==> src/rtl/pipe_hazard_ctrl_if.sv <==
// Signal bundle between the ID stage of the core and the pipeline hazard controller.
// The core side (master) drives the ID instruction fields; the controller (slave) returns stall/flush/forwarding.
interface pipe_hazard_ctrl_if #(
    parameter int REG_AW = 5,
    parameter int CNT_W  = 16
);
    logic              fs_valid;
    logic [REG_AW-1:0] ds_rs1;
    logic [REG_AW-1:0] ds_rs2;
    logic              ds_rs1_used;
    logic              ds_rs2_used;
    logic [REG_AW-1:0] ds_rd;
    logic              ds_we;
    logic              ds_is_load;
    logic              br_taken;

    logic              fs_allowin;
    logic              ds_flush;
    logic              ds_valid;
    logic              es_valid;
    logic              ms_valid;
    logic              ws_valid;
    logic              ds_stall;
    logic [1:0]        fwd_rs1;
    logic [1:0]        fwd_rs2;
    logic [REG_AW-1:0] wb_rd;
    logic              wb_we;
    logic [CNT_W-1:0]  stall_cnt;
    logic [CNT_W-1:0]  flush_cnt;

    modport master (
        output fs_valid, ds_rs1, ds_rs2, ds_rs1_used, ds_rs2_used,
               ds_rd, ds_we, ds_is_load, br_taken,
        input  fs_allowin, ds_flush, ds_valid, es_valid, ms_valid, ws_valid,
               ds_stall, fwd_rs1, fwd_rs2, wb_rd, wb_we, stall_cnt, flush_cnt
    );

    modport slave (
        input  fs_valid, ds_rs1, ds_rs2, ds_rs1_used, ds_rs2_used,
               ds_rd, ds_we, ds_is_load, br_taken,
        output fs_allowin, ds_flush, ds_valid, es_valid, ms_valid, ws_valid,
               ds_stall, fwd_rs1, fwd_rs2, wb_rd, wb_we, stall_cnt, flush_cnt
    );
endinterface

==> src/rtl/pipe_hazard_ctrl.sv <==
// Sequencing controller for the 5-stage core: tracks EX/MEM/WB occupancy and destinations,
// and produces load-use stall, wrong-path flush, ID operand forwarding selects and bring-up counters.
module pipe_hazard_ctrl #(
    parameter int REG_AW = 5,
    parameter int CNT_W  = 16
) (
    input  logic                clk,
    input  logic                rst,
    pipe_hazard_ctrl_if.slave   bus
);

    logic              ds_valid;
    logic              es_valid, ms_valid, ws_valid;
    logic [REG_AW-1:0] es_rd, ms_rd, ws_rd;
    logic              es_we, ms_we, ws_we;
    logic              es_load;
    logic [CNT_W-1:0]  stall_cnt, flush_cnt;

    logic              es_hit1, ms_hit1, ws_hit1;
    logic              es_hit2, ms_hit2, ws_hit2;
    logic              ds_stall, ds_flush;
    logic [1:0]        fwd_rs1, fwd_rs2;

    // A stage can supply an operand only if it will really write a non-zero register.
    function automatic logic hit(input logic v, input logic we,
                                 input logic [REG_AW-1:0] rd,
                                 input logic [REG_AW-1:0] rs);
        return v && we && (rd != '0) && (rd == rs);
    endfunction

    assign es_hit1 = hit(es_valid, es_we, es_rd, bus.ds_rs1);
    assign ms_hit1 = hit(ms_valid, ms_we, ms_rd, bus.ds_rs1);
    assign ws_hit1 = hit(ws_valid, ws_we, ws_rd, bus.ds_rs1);
    assign es_hit2 = hit(es_valid, es_we, es_rd, bus.ds_rs2);
    assign ms_hit2 = hit(ms_valid, ms_we, ms_rd, bus.ds_rs2);
    assign ws_hit2 = hit(ws_valid, ws_we, ws_rd, bus.ds_rs2);

    assign ds_stall = ds_valid && es_load &&
                      ((bus.ds_rs1_used && es_hit1) || (bus.ds_rs2_used && es_hit2));
    // Branch outcome is untrustworthy while its operands are still being loaded.
    assign ds_flush = ds_valid && bus.br_taken && !ds_stall;

    always_comb begin
        fwd_rs1 = 2'b00;
        fwd_rs2 = 2'b00;
        if (bus.ds_rs1_used) begin
            if (es_hit1)      fwd_rs1 = 2'b01;
            else if (ms_hit1) fwd_rs1 = 2'b10;
            else if (ws_hit1) fwd_rs1 = 2'b11;
        end
        if (bus.ds_rs2_used) begin
            if (es_hit2)      fwd_rs2 = 2'b01;
            else if (ms_hit2) fwd_rs2 = 2'b10;
            else if (ws_hit2) fwd_rs2 = 2'b11;
        end
    end

    always_ff @(posedge clk) begin
        if (rst) begin
            ds_valid  <= 1'b0;
            es_valid  <= 1'b0;
            ms_valid  <= 1'b0;
            ws_valid  <= 1'b0;
            es_rd     <= '0;
            ms_rd     <= '0;
            ws_rd     <= '0;
            es_we     <= 1'b0;
            ms_we     <= 1'b0;
            ws_we     <= 1'b0;
            es_load   <= 1'b0;
            stall_cnt <= '0;
            flush_cnt <= '0;
        end else begin
            if (!ds_stall)
                ds_valid <= bus.fs_valid && !ds_flush;

            // A stall holds ID and injects a bubble so the load reaches MEM before its consumer reads.
            if (ds_stall) begin
                es_valid <= 1'b0;
                es_rd    <= '0;
                es_we    <= 1'b0;
                es_load  <= 1'b0;
            end else begin
                es_valid <= ds_valid;
                es_rd    <= bus.ds_rd;
                es_we    <= bus.ds_we;
                es_load  <= bus.ds_is_load;
            end

            ms_valid <= es_valid;
            ms_rd    <= es_rd;
            ms_we    <= es_we;
            ws_valid <= ms_valid;
            ws_rd    <= ms_rd;
            ws_we    <= ms_we;

            if (ds_stall && (stall_cnt != '1))
                stall_cnt <= stall_cnt + CNT_W'(1);
            if (ds_flush && (flush_cnt != '1))
                flush_cnt <= flush_cnt + CNT_W'(1);
        end
    end

    assign bus.fs_allowin = !ds_stall;
    assign bus.ds_stall   = ds_stall;
    assign bus.ds_flush   = ds_flush;
    assign bus.ds_valid   = ds_valid;
    assign bus.es_valid   = es_valid;
    assign bus.ms_valid   = ms_valid;
    assign bus.ws_valid   = ws_valid;
    assign bus.fwd_rs1    = fwd_rs1;
    assign bus.fwd_rs2    = fwd_rs2;
    assign bus.wb_rd      = ws_rd;
    assign bus.wb_we      = ws_valid && ws_we;
    assign bus.stall_cnt  = stall_cnt;
    assign bus.flush_cnt  = flush_cnt;

endmodule

==> src/flat_wrapper.sv <==
// flat-port wrapper written by rule: the top's interface ports become plain ports
module pipe_hazard_ctrl_flat 
#(
    parameter int REG_AW = 5,
    parameter int CNT_W  = 16
)
  (clk, rst, bus_fs_valid, bus_ds_rs1, bus_ds_rs2, bus_ds_rs1_used, bus_ds_rs2_used, bus_ds_rd, bus_ds_we, bus_ds_is_load, bus_br_taken, bus_fs_allowin, bus_ds_flush, bus_ds_valid, bus_es_valid, bus_ms_valid, bus_ws_valid, bus_ds_stall, bus_fwd_rs1, bus_fwd_rs2, bus_wb_rd, bus_wb_we, bus_stall_cnt, bus_flush_cnt);
  pipe_hazard_ctrl_if #(.REG_AW(REG_AW), .CNT_W(CNT_W)) bus_i ();
  input  logic clk;
  input  logic rst;
  input wire logic [$bits(bus_i.fs_valid)-1:0] bus_fs_valid;
  input wire logic [$bits(bus_i.ds_rs1)-1:0] bus_ds_rs1;
  input wire logic [$bits(bus_i.ds_rs2)-1:0] bus_ds_rs2;
  input wire logic [$bits(bus_i.ds_rs1_used)-1:0] bus_ds_rs1_used;
  input wire logic [$bits(bus_i.ds_rs2_used)-1:0] bus_ds_rs2_used;
  input wire logic [$bits(bus_i.ds_rd)-1:0] bus_ds_rd;
  input wire logic [$bits(bus_i.ds_we)-1:0] bus_ds_we;
  input wire logic [$bits(bus_i.ds_is_load)-1:0] bus_ds_is_load;
  input wire logic [$bits(bus_i.br_taken)-1:0] bus_br_taken;
  output wire logic [$bits(bus_i.fs_allowin)-1:0] bus_fs_allowin;
  output wire logic [$bits(bus_i.ds_flush)-1:0] bus_ds_flush;
  output wire logic [$bits(bus_i.ds_valid)-1:0] bus_ds_valid;
  output wire logic [$bits(bus_i.es_valid)-1:0] bus_es_valid;
  output wire logic [$bits(bus_i.ms_valid)-1:0] bus_ms_valid;
  output wire logic [$bits(bus_i.ws_valid)-1:0] bus_ws_valid;
  output wire logic [$bits(bus_i.ds_stall)-1:0] bus_ds_stall;
  output wire logic [$bits(bus_i.fwd_rs1)-1:0] bus_fwd_rs1;
  output wire logic [$bits(bus_i.fwd_rs2)-1:0] bus_fwd_rs2;
  output wire logic [$bits(bus_i.wb_rd)-1:0] bus_wb_rd;
  output wire logic [$bits(bus_i.wb_we)-1:0] bus_wb_we;
  output wire logic [$bits(bus_i.stall_cnt)-1:0] bus_stall_cnt;
  output wire logic [$bits(bus_i.flush_cnt)-1:0] bus_flush_cnt;
  assign bus_i.fs_valid = bus_fs_valid;
  assign bus_i.ds_rs1 = bus_ds_rs1;
  assign bus_i.ds_rs2 = bus_ds_rs2;
  assign bus_i.ds_rs1_used = bus_ds_rs1_used;
  assign bus_i.ds_rs2_used = bus_ds_rs2_used;
  assign bus_i.ds_rd = bus_ds_rd;
  assign bus_i.ds_we = bus_ds_we;
  assign bus_i.ds_is_load = bus_ds_is_load;
  assign bus_i.br_taken = bus_br_taken;
  assign bus_fs_allowin = bus_i.fs_allowin;
  assign bus_ds_flush = bus_i.ds_flush;
  assign bus_ds_valid = bus_i.ds_valid;
  assign bus_es_valid = bus_i.es_valid;
  assign bus_ms_valid = bus_i.ms_valid;
  assign bus_ws_valid = bus_i.ws_valid;
  assign bus_ds_stall = bus_i.ds_stall;
  assign bus_fwd_rs1 = bus_i.fwd_rs1;
  assign bus_fwd_rs2 = bus_i.fwd_rs2;
  assign bus_wb_rd = bus_i.wb_rd;
  assign bus_wb_we = bus_i.wb_we;
  assign bus_stall_cnt = bus_i.stall_cnt;
  assign bus_flush_cnt = bus_i.flush_cnt;
  pipe_hazard_ctrl #(.REG_AW(REG_AW), .CNT_W(CNT_W)) u_core (.clk(clk), .rst(rst), .bus(bus_i));
endmodule
==> config.mk <==
export PLATFORM = sky130hd
export DESIGN_NAME = pipe_hazard_ctrl_flat
export DESIGN_NICKNAME = d
export VERILOG_FILES = /design/src/rtl/pipe_hazard_ctrl_if.sv /design/src/rtl/pipe_hazard_ctrl.sv /design/src/flat_wrapper.sv
export SDC_FILE = /design/constraint.sdc
export NUM_CORES = 1
export LEC_CHECK = 0
export BUFFER_PORTS_ARGS = -buffer_cell sky130_fd_sc_hd__buf_4
export CAP_MARGIN = 20
export CORE_MARGIN = 3
export CORE_UTILIZATION = 55
export DETAILED_ROUTE_END_ITERATION = 6
export HOLD_SLACK_MARGIN = 0.1
export PLACE_DENSITY = 0.83
export SYNTH_ARGS = -nofsm -noshare
export SYNTH_HDL_FRONTEND = slang
export SYNTH_SLANG_ARGS = --single-unit
==> constraint.sdc <==
create_clock -name clk -period 6.1 [get_ports clk]
set_input_delay 0.915 -clock clk [delete_from_list [all_inputs] [get_ports clk]]
set_output_delay 0.915 -clock clk [all_outputs]
set_load 0.005 [all_outputs]
* Word-level counts from Yosys, hierarchy flattened
Index checks and enable logic that the tools add are counted.
Widths: inputs -> output; s select.
** Storage, ports and cells
- Register bits :: 55
- Bits of input ports :: 23
- Output and inout port bits :: 49
- Word-level logic and storage cells :: 59
** Operators by class
- Add/subtract/negate cells :: 2
- Equal/unequal tests :: 8
- Mux-type cells :: 8
- Reduce and logical (&&, ||, !) cells :: 28
** Operators by type and width (number)
- $add 16x1->16 const B :: 2
- $ne 16x16->1 const B :: 2
- $eq 5x5->1 :: 6
- $logic_and 1x1->1 :: 21
- $mux 2 :: 8
- $reduce_bool 5->1 :: 3
- $logic_not 1->1 :: 2
- $reduce_or 2->1 :: 1
- $logic_or 1x1->1 :: 1

* Longest topological paths before layout
Gate-level depths: netlist of run 1.
- Depth after elaboration :: 10
- Gate-level depth with buffers :: 8
- Gate-level depth less buffers :: 7

* Worst setup path before layout of run 1
No wires, ideal clock.
- Kind :: input to output
- From :: input bus_ds_rs1[3]
- To :: output bus_fwd_rs1[0]
- Data arrival time :: 1860 ps
- Required time :: 5185 ps
- Setup slack :: 3325 ps
- Cell stages on the path :: 4
- Buffers on the path :: 0
- Cells stage by stage :: xnor2_1 -> nand3_1 -> or4_1 -> a21boi_0
** On the way
- Longest elaborated chain between the ends :: 6
- Elaborated cells on any way between the ends :: 10
- Classes of those cells :: eq/ne (3); mux (4); reduce/logical (3)
** Ends and longest elaborated chain
- start: declaration :: RTL line flat_wrapper.sv:12 : input wire logic [$bits(bus_i.ds_rs1)-1:0] bus_ds_rs1;
- $eq 5x5->1 :: RTL line pipe_hazard_ctrl.sv:28 : return v && we && (rd != '0) && (rd == rs);
- $logic_and 1x1->1 :: RTL line pipe_hazard_ctrl.sv:28
- $mux 2 :: RTL line pipe_hazard_ctrl.sv:49 : else if (ws_hit1) fwd_rs1 = 2'b11;
- $mux 2 :: RTL line pipe_hazard_ctrl.sv:48 : else if (ms_hit1) fwd_rs1 = 2'b10;
- $mux 2 * :: RTL line pipe_hazard_ctrl.sv:47 : if (es_hit1) fwd_rs1 = 2'b01;
- $mux 2 * :: RTL line pipe_hazard_ctrl.sv:46 : if (bus.ds_rs1_used) begin
- end: declaration :: RTL line flat_wrapper.sv:27 : output wire logic [$bits(bus_i.fwd_rs1)-1:0] bus_fwd_rs1;
Mark *: on every way between the ends. The rest lies on a longest branch, timed or not.

* Final worst setup path of run 1
- From :: input bus_ds_rs2[2]
- To :: output bus_ds_flush
** On the way
- Longest elaborated chain between the ends :: 7
** Ends and longest elaborated chain
- start: declaration :: RTL line flat_wrapper.sv:13 : input wire logic [$bits(bus_i.ds_rs2)-1:0] bus_ds_rs2;
- $eq 5x5->1 :: RTL line pipe_hazard_ctrl.sv:28
- $logic_and 1x1->1 :: RTL line pipe_hazard_ctrl.sv:28
- $logic_and 1x1->1 :: RTL line pipe_hazard_ctrl.sv:39 : ((bus.ds_rs1_used && es_hit1) || (bus.ds_rs2_used && es_hit2));
- $logic_or 1x1->1 :: RTL line pipe_hazard_ctrl.sv:39
- $logic_and 1x1->1 :: RTL line pipe_hazard_ctrl.sv:38 : assign ds_stall = ds_valid && es_load &&
- $logic_not 1->1 :: RTL line pipe_hazard_ctrl.sv:41 : assign ds_flush = ds_valid && bus.br_taken && !ds_stall;
- $logic_and 1x1->1 :: RTL line pipe_hazard_ctrl.sv:41
- end: declaration :: RTL line flat_wrapper.sv:21 : output wire logic [$bits(bus_i.ds_flush)-1:0] bus_ds_flush;
Every way passes these cells.

==> impl_results.md, run 1 <==
- Detailed Routing Iterations Pass 1: 4
- DP HPWL: roughly 5000 µm
- Clock tree buffer depth: 2
- Post-synth EDFFs: 0
- WL/cell: 14.8 µm
- Sequential element share of the synthesized area: between 40 and 50%
- Final Cycle Share: between 50 and 60%
- Kind of cell adding the most delay to the critical path: simple AND/OR/NAND/NOR gates
- Clk Latency, worst-skew pair: ~0.30 ns
- FMAX: between 300 and 400 MHz
- DR iter-0 viols: 131
- CTS root buffer: clkbuf_8
- Crit end category: output pin
- Status: finished clean
- Yosys warns: 0
- Setup bufs post-CTS: 0
- Maximum vdd drop: ~0.12 mV
- GRT overflow: 0
- Endpoints failing setup: 0
- WP buf/inv: 2
- IO Count: between 70 and 80
- Top cells by area, synth: dfxtp_1 (41%), xnor2_1 (7.5%), a21oi_1 (4.7%), or3_1 (4.0%), nand3_1 (3.7%)
- Final Max Tran Viols: 0
- Vias after detailed routing: 2541
- I/O Buffers: 71
- Cells after Synth: ~310
- DIE AREA: ~5700 µm²
- Cell area after layout: between 3000 and 4000 µm²
- Syn avg cell area: ~8.6 µm²
- Final layout net count: between 400 and 500
- GP Congestion: around 0.93
- Synth-to-Final Area Change: 24.1%
- Post-Syn Nets: between 300 and 400
- Initial Utilization: about 59%
- Hold-fix buffers, CTS: 0
- Pwr Density: approximately 190 nW/µm²
- Total chip power: slightly above 600 µW
- Hold WC Path Type: reg -> reg
- Clk slew on worst S/H paths: 0.09 ns
- Top-count cell post-synth: dfxtp_1
- RSZ-0062 raised after global routing: false
- Worst path most repeated cell: buf_4
- Crit path kind: in -> out
- Row Count: 24
- Residual DRC count: 0
- Setup slack after layout: 2.96 ns
- Core footprint: between 4000 and 5000 µm²
- CP arrival: roughly 2.2 ns
- Post-CTS resize count: 0
- Post-Syn Area: roughly 2700 µm²
- Antenna violations before repair: 0
- Yosys top cell by area: dfxtp_1
- Largest net degree at the start of global routing: 45
- Crit path required time: slightly above 5 ns
- Hold slack: approximately 0.48 ns
- Remaining antenna violation count after routing: 0
- Leak Pwr: around 0.0013 µW
- Post-DP Area: roughly 3200 µm²
- Vias in the first global route: 2248
- Worst slack, placed: approximately 3.0 ns
- Max FO, Critical Path: 4
- Final Hold Viols: 0
- Critical-path cell with the highest stage delay: or4_4
- CTS tree: done
- CP startpoint kind: primary input
- Max_slew headroom: 50.3%
- FILL cells: 383
- Global Route Usage Sum: 23.7%
- Drt via density: ~5.7
- Post-Route WL: 6570 µm
- Layout cells sized above 1: 21.4%
- Die W: 75.7 µm
- Setup TNS: 0 ns
- Count of state elements after synthesis: 55
- Clock sink count: 55
- Worst-Margin Slew: around 0.74 ns
- First-pass GRT wire length: around 11000 µm
- Post-synth ARST share: 0%
- Yosys top cell area share: between 40 and 50%
- Max_cap viols: 0
- Slowest stage delay, CP: 0.55 ns
- Diodes inserted: 0
- Ys flop type: dfxtp_1
- Layout Skew: 0.00870 ns
- Fin crit period: between 3 and 4 ns
- Commonest cells in the netlist: dfxtp_1 (55), a21oi_1 (25), xnor2_1 (23)
- H-Tree Depth: 2
- Die H: around 76 µm
- Synth cell types: 40
- CP cell instances: buf_4 -> xnor2_1 -> nand4_1 -> or4_4 -> nand2_1 -> nor2_1 -> buf_4
- CTS buffer count: 5
flip-flops by register name, indices dropped and copies added, names as in the netlist:
name / flops
u_core.bus.flush_cnt: 16
u_core.bus.stall_cnt: 16
u_core.bus.wb_rd: 5
u_core.es_rd: 5
u_core.ms_rd: 5
u_core.bus.ds_valid: 1
u_core.bus.es_valid: 1
u_core.bus.ms_valid: 1
u_core.bus.ws_valid: 1
u_core.es_load: 1
u_core.es_we: 1
u_core.ms_we: 1
u_core.ws_we: 1
report_power, final:
group	internal (µW)	switching, µW
clock network	81.0	113
logic	28.4	24.1
registers	365	8.74
cells by family after synthesis:
family | synth area share [%]
flops | 41.2
simple gates | 29.3
compound gates | 13.9
buf+inv | 2.76
fa+ha+maj | 0.936
mux | 0.749
xor+xnor | 11.1
routing by layer:
metal / GRT usage (%) / share of wire [%]
met1: 31.7 / 45
met2: 37.2 / 47
met3: 5.80 / 6.9
met4: 8.35 / 1.3
met5: 0 / 0
area by class of cell:
type / count / area, µm² / share of cell area, %
tap: 65 / 81.3 / 2.45
clock inverter: 1 / 5.00 / 0.151
clock buffer: 7 / 76.3 / 2.30
sequential: 55 / 1100 / 33.2
multi-input combinational: 239 / 1500 / 45.2
inverter: 4 / 15.0 / 0.452
timing repair buffer: 72 / 541 / 16.3
through the flow:
stage	instances	util (%)
6_report	443	73.2
5_1_grt	443	73.2
2_1_floorplan	311	-
4_1_cts	443	73.2
3_5_place_dp	435	71.4
3_3_place_gp	435	71.4
path summary, 6_finish.rpt:
path	startpoint	end	slack (ns)	cells after the start
max	bus_ds_rs2[2]	bus_ds_flush	2.96	7
min	u_core.ms_we	u_core.ws_we	0.48	1
max reg2reg	u_core.es_rd[0]	u_core.bus.flush_cnt[6]	3.27	6
min reg2reg	u_core.ms_we	u_core.ws_we	0.48	1
layout by cell type (no fill, tap or decap), drive strengths merged, types with 11 or more instances in the layout:
cell   instances
or4           12
xnor2         23
xor2          11
nand2         20
nand3         20
nor2          14
a21oi         25
nor2b         15
o21ai         19
or3           17
buf           72
dfxtp         55
Note: power is estimated with default switching activity, not from simulation.
==> inputs of run 2 (changes only) <==
- CORE_UTILIZATION: 55 -> 47
- PLACE_DENSITY: 0.83 -> 0.75
- clock period: 6.1 -> 2.6 ns (I/O delays scaled with it)
==> impl_results.md, run 2 (synthesized netlist as in run 1, its figures left out) <==
- Setup slack after layout: 0.188 ns
- Layout Skew: 0.00885 ns
- DR iter-0 viols: 150
- Die H: a little over 80 µm
- Internal Power: between 1000 and 1500 µW
- Setup bufs post-CTS: 0
- Sw Ratio: between 20% and 30%
- Crit end category: output pin
- RSZ-0062 raised after global routing: false
- Max_slew headroom: 69.1%
- Crit path kind: reg -> out
- Synth-to-Final Area Change: 24.6%
- Initial Utilization: about 50%
- Worst slack, placed: approximately 0.26 ns
- CP arrival: ~2.0 ns
- Worst-Margin Slew: 0.460 ns
- Residual DRC count: 0
- FILL cells: 460
- Post-Route WL: 6600 µm
- Crit path required time: between 2 and 2.5 ns
- Row Count: 26
- FMAX: 415 MHz
- Clock share of power: approximately 30%
- Share of total power in sequential cells: approximately three fifths
- DIE AREA: between 6000 and 7000 µm²
- Drt via density: 5.71
- Endpoints failing setup: 0
- Fin crit period: between 2 and 2.5 ns
- Leak Pwr: 0.00129 µW
- Hold WC Path Type: in -> reg
- DP HPWL: about 5000 µm
- Largest net degree at the start of global routing: between 40 and 50
- GRT overflow: 0
- Setup TNS: 0 ns
- Global Route Usage Sum: between 20% and 30%
- GP Congestion: about 0.84
- CP startpoint kind: register
- Final Max Tran Viols: 0
- Vias in the first global route: 2319
- Hold-fix buffers, CTS: 0
- Top Registers: u_core.bus.flush_cnt x16, u_core.bus.stall_cnt x16
- Diodes inserted: 0
- Final Cycle Share: between 90% and 100%
- P_sw: approximately 340 µW
- Final Hold Viols: 0
- CTS buffer count: 5
- Vias after detailed routing: between 2000 and 3000
- Commonest non-fill, non-tap cell in the layout: buf_4
- Die W: around 81 µm
- Gate power share: 8.7%
- First-pass GRT wire length: 10800 µm
- Remaining antenna violation count after routing: 0
- Post-layout util: 62.8%
- WL/cell: around 15 µm
- Clk Latency, worst-skew pair: between 0.3 and 0.4 ns
- Maximum vdd drop: 0.240 mV
- Clock sink count: between 50 and 60
- Final layout net count: slightly above 400
- Layout cells sized above 1: 21.7%
- Clock tree buffer depth: 2
- Hold slack: 0.315 ns
- Clk slew on worst S/H paths: around 0.090 ns
- Core footprint: around 5300 µm²
- Post-CTS resize count: 0
- CTS tree: done
- Detailed Routing Iterations Pass 1: 4
- Max FO, Critical Path: 4
- I/O Buffers: between 70 and 80
- IO Count: between 70 and 80
- Status: finished clean
- CTS root buffer: clkbuf_8
- Antenna violations before repair: 0
- Most frequent cells in the layout: buf_4 (74), dfxtp_1 (55), a21oi_1 (25)
- Max_cap viols: 0
- H-Tree Depth: 2
- Pwr Density: roughly 430 nW/µm²
-- run 2: cell count changes in the layout (fill, tap and decap cells not counted) --
cell | before | now
clkbuf_1 | 2 | 1
clkinv_2 | 1 | 0
buf_4 | 72 | 74
-- run 2: cell type report --
class	instances	area (µm²)	area share, %
clock buffers	6	72.6	2.18
repair buffers	74	556	16.7
well taps	70	87.6	2.63
multi-input cells	239	1500	45.0
flip-flops and latches	55	1100	33.1
inverters	4	15.0	0.451
-- run 2: metal layers --
metal  GRT usage [%]  part of all wire [%]  vias up
met4            5.41                   1.1        0
met5               0                     0        -
met2            33.6                    46       85
met1            27.6                    45     1196
met3            4.71                   7.6        9
li1                -                     -     1270
-- run 2: power groups by stage --
stage	Combinational, µW	Sequential [µW]	Clock [µW]
floorplan	70.2	891	0
global placement	124	895	0
detailed placement	126	895	0
CTS	127	875	448
global route	140	879	484
finish	127	876	445
-- run 2: worst max-delay path, cell delays in order (launching register included) --
cell and delay [ns]:
dfxtp_1 0.36, or4_1 0.52, o211ai_1 0.23, nor4_1 0.11, nand2b_1 0.15, a21boi_0 0.19, buf_4 0.14
-- run 2: worst paths after layout --
check / startpoint / endpoint / slack (ns) / cells past startpoint
setup reg to reg: u_core.es_rd[0] / u_core.bus.flush_cnt[11] / 0.25 / 7
hold / removal: bus_ds_we / u_core.es_we / 0.31 / 2
setup / recovery: u_core.ms_rd[0] / bus_fwd_rs1[0] / 0.19 / 6
hold reg to reg: u_core.ms_we / u_core.ws_we / 0.47 / 1
-- run 2: metrics by stage --
| stage | power (µW) | instances | area, µm² |
|---|---|---|---|
| 4_1_cts | 1450 | 448 | 3330 |
| 3_3_place_gp | 1020 | 442 | 3260 |
| 3_5_place_dp | 1020 | 442 | 3260 |
| 2_1_floorplan | 961 | 311 | 2670 |
| 5_1_grt | 1500 | 448 | 3330 |
| 6_report | 1450 | 448 | 3330 |
==> inputs of run 3 (changes only) <==
- CORE_ASPECT_RATIO: not set -> 1.5
==> impl_results.md, run 3 (synthesized netlist as in run 1, its figures left out) <==
- Diodes inserted: 0
- Total chip power: approximately 1700 µW
- Hold WC Path Type: in -> reg
- DP HPWL: 5130 µm
- First-pass GRT wire length: 11000 µm
- Pwr Density: a little under 500 nW/µm²
- Core footprint: around 5500 µm²
- GRT overflow: 0
- Crit path required time: about 2.2 ns
- Endpoints failing setup: 0
- Die W: 67.6 µm
- Clk slew on worst S/H paths: ~0.10 ns
- Clock tree buffer depth: 2
- Clock sink count: 55
- CP arrival: 2.03 ns
- Final Hold Viols: 0
- Internal Power: around 1300 µW
- DR iter-0 viols: roughly 100
- Most frequent cells in the layout: buf_4 (75), dfxtp_1 (55), a21oi_1 (25)
- Largest net degree at the start of global routing: 45
- H-Tree Depth: 2
- Commonest non-fill, non-tap cell in the layout: buf_4
- Setup TNS: 0 ns
- Fin crit period: between 2 and 2.5 ns
- Vias after detailed routing: around 2600
- Max_slew headroom: ~65%
- DIE AREA: 6650 µm²
- Final Max Tran Viols: 0
- Worst-Margin Slew: around 0.52 ns
- Sw Ratio: a little over a fifth
- Layout Skew: 0.00716 ns
- Post-Route WL: between 6000 and 7000 µm
- Maximum vdd drop: ~0.54 mV
- Gate power share: under 10%
- Die H: a little under 100 µm
- Drt via density: about 5.7
- Synth-to-Final Area Change: 28.2%
- Top Registers: u_core.bus.flush_cnt x16, u_core.bus.stall_cnt x16
- CTS tree: done
- Initial Utilization: between 40% and 50%
- Status: finished clean
- Residual DRC count: 0
- GP Congestion: 0.900
- CTS buffer count: 5
- Row Count: 33
- Clock share of power: between 30% and 40%
- IO Count: 72
- Hold-fix buffers, CTS: 0
- P_sw: roughly 360 µW
- Final Cycle Share: between 90% and 100%
- Detailed Routing Iterations Pass 1: 4
- Antenna violations before repair: 0
- Hold slack: approximately 0.31 ns
- WL/cell: 14.9 µm
- FMAX: just over 400 MHz
- Final layout net count: 406
- Max FO, Critical Path: 4
- CP startpoint kind: register
- Global Route Usage Sum: between 20% and 30%
- Crit path kind: reg -> out
- Max_cap viols: 0
- Vias in the first global route: 2585
- CTS root buffer: clkbuf_8
- Clk Latency, worst-skew pair: between 0.3 and 0.4 ns
- Leak Pwr: approximately 0.0013 µW
- Remaining antenna violation count after routing: 0
- Layout cells sized above 1: 23.0%
- RSZ-0062 raised after global routing: false
- I/O Buffers: 71
- Crit end category: output pin
- Share of total power in sequential cells: 52.5%
## run 3: cell count changes in the layout (fill, tap and decap cells not counted), sizes merged
cell and change:
clkbuf -1, buf +2, bufinv +2, clkinvlp +1
## run 3: worst paths after layout
check                                                to  cells past startpoint  slack [ns]            start
worst max-delay path                     bus_fwd_rs1[0]                      6        0.18  u_core.ms_rd[0]
worst min-delay path                    u_core.es_rd[4]                      2        0.31     bus_ds_rd[4]
worst max register to register  u_core.bus.flush_cnt[9]                      7        0.22  u_core.es_rd[0]
worst min register to register             u_core.ws_we                      1        0.49     u_core.ms_we
## run 3: worst max-delay path, cell delays in order, from the launching register on
cell	delay, ns
dfxtp_1	0.37
or4_1	0.53
o211ai_1	0.24
nor4_1	0.11
nand2b_1	0.15
a21boi_0	0.19
buf_4	0.14
## run 3: power by group through the flow
stage / sequential, µW / clock [µW] / combinational, µW
2_1_floorplan: 891 / 0 / 70.2
4_1_cts: 876 / 670 / 132
3_5_place_dp: 895 / 0 / 132
6_report: 875 / 662 / 131
3_3_place_gp: 895 / 0 / 129
5_1_grt: 878 / 705 / 143
## run 3: repair_timing
item / 4_1_cts / 5_1_grt
resized for setup: 0 / 1
setup buffers: 0 / 0
endpoints found under the setup margin: 0 / 3
## run 3: layer usage
| metal | global-route usage (%) | part of all wire (%) | vias up |
|---|---|---|---|
| met4 | 9.22 | 2.4 | 0 |
| met1 | 23.2 | 40 | 1209 |
| li1 | - | - | 1263 |
| met3 | 3.80 | 5.3 | 14 |
| met5 | 0 | 0 | - |
| met2 | 37.1 | 53 | 72 |
## run 3: metrics by stage
step / area (µm²) / setup WS, ns / cells / util (%)
2_1_floorplan: 2670 / 0.461 / 311 / -
3_3_place_gp: 3290 / 0.229 / 444 / 59.8
3_5_place_dp: 3290 / 0.172 / 444 / 59.8
4_1_cts: 3420 / 0.132 / 452 / 62.3
5_1_grt: 3430 / 0.0371 / 452 / 62.4
6_report: 3430 / 0.180 / 452 / 62.4
## run 3: final cells by class
class / instances / area [µm²]
fill: 492 / 2060
multi-input combinational: 239 / 1500
sequential: 55 / 1100
timing repair buffer: 76 / 583
tap: 70 / 87.6
clock buffer: 5 / 68.8
clock inverter: 3 / 67.6
inverter: 4 / 15.0
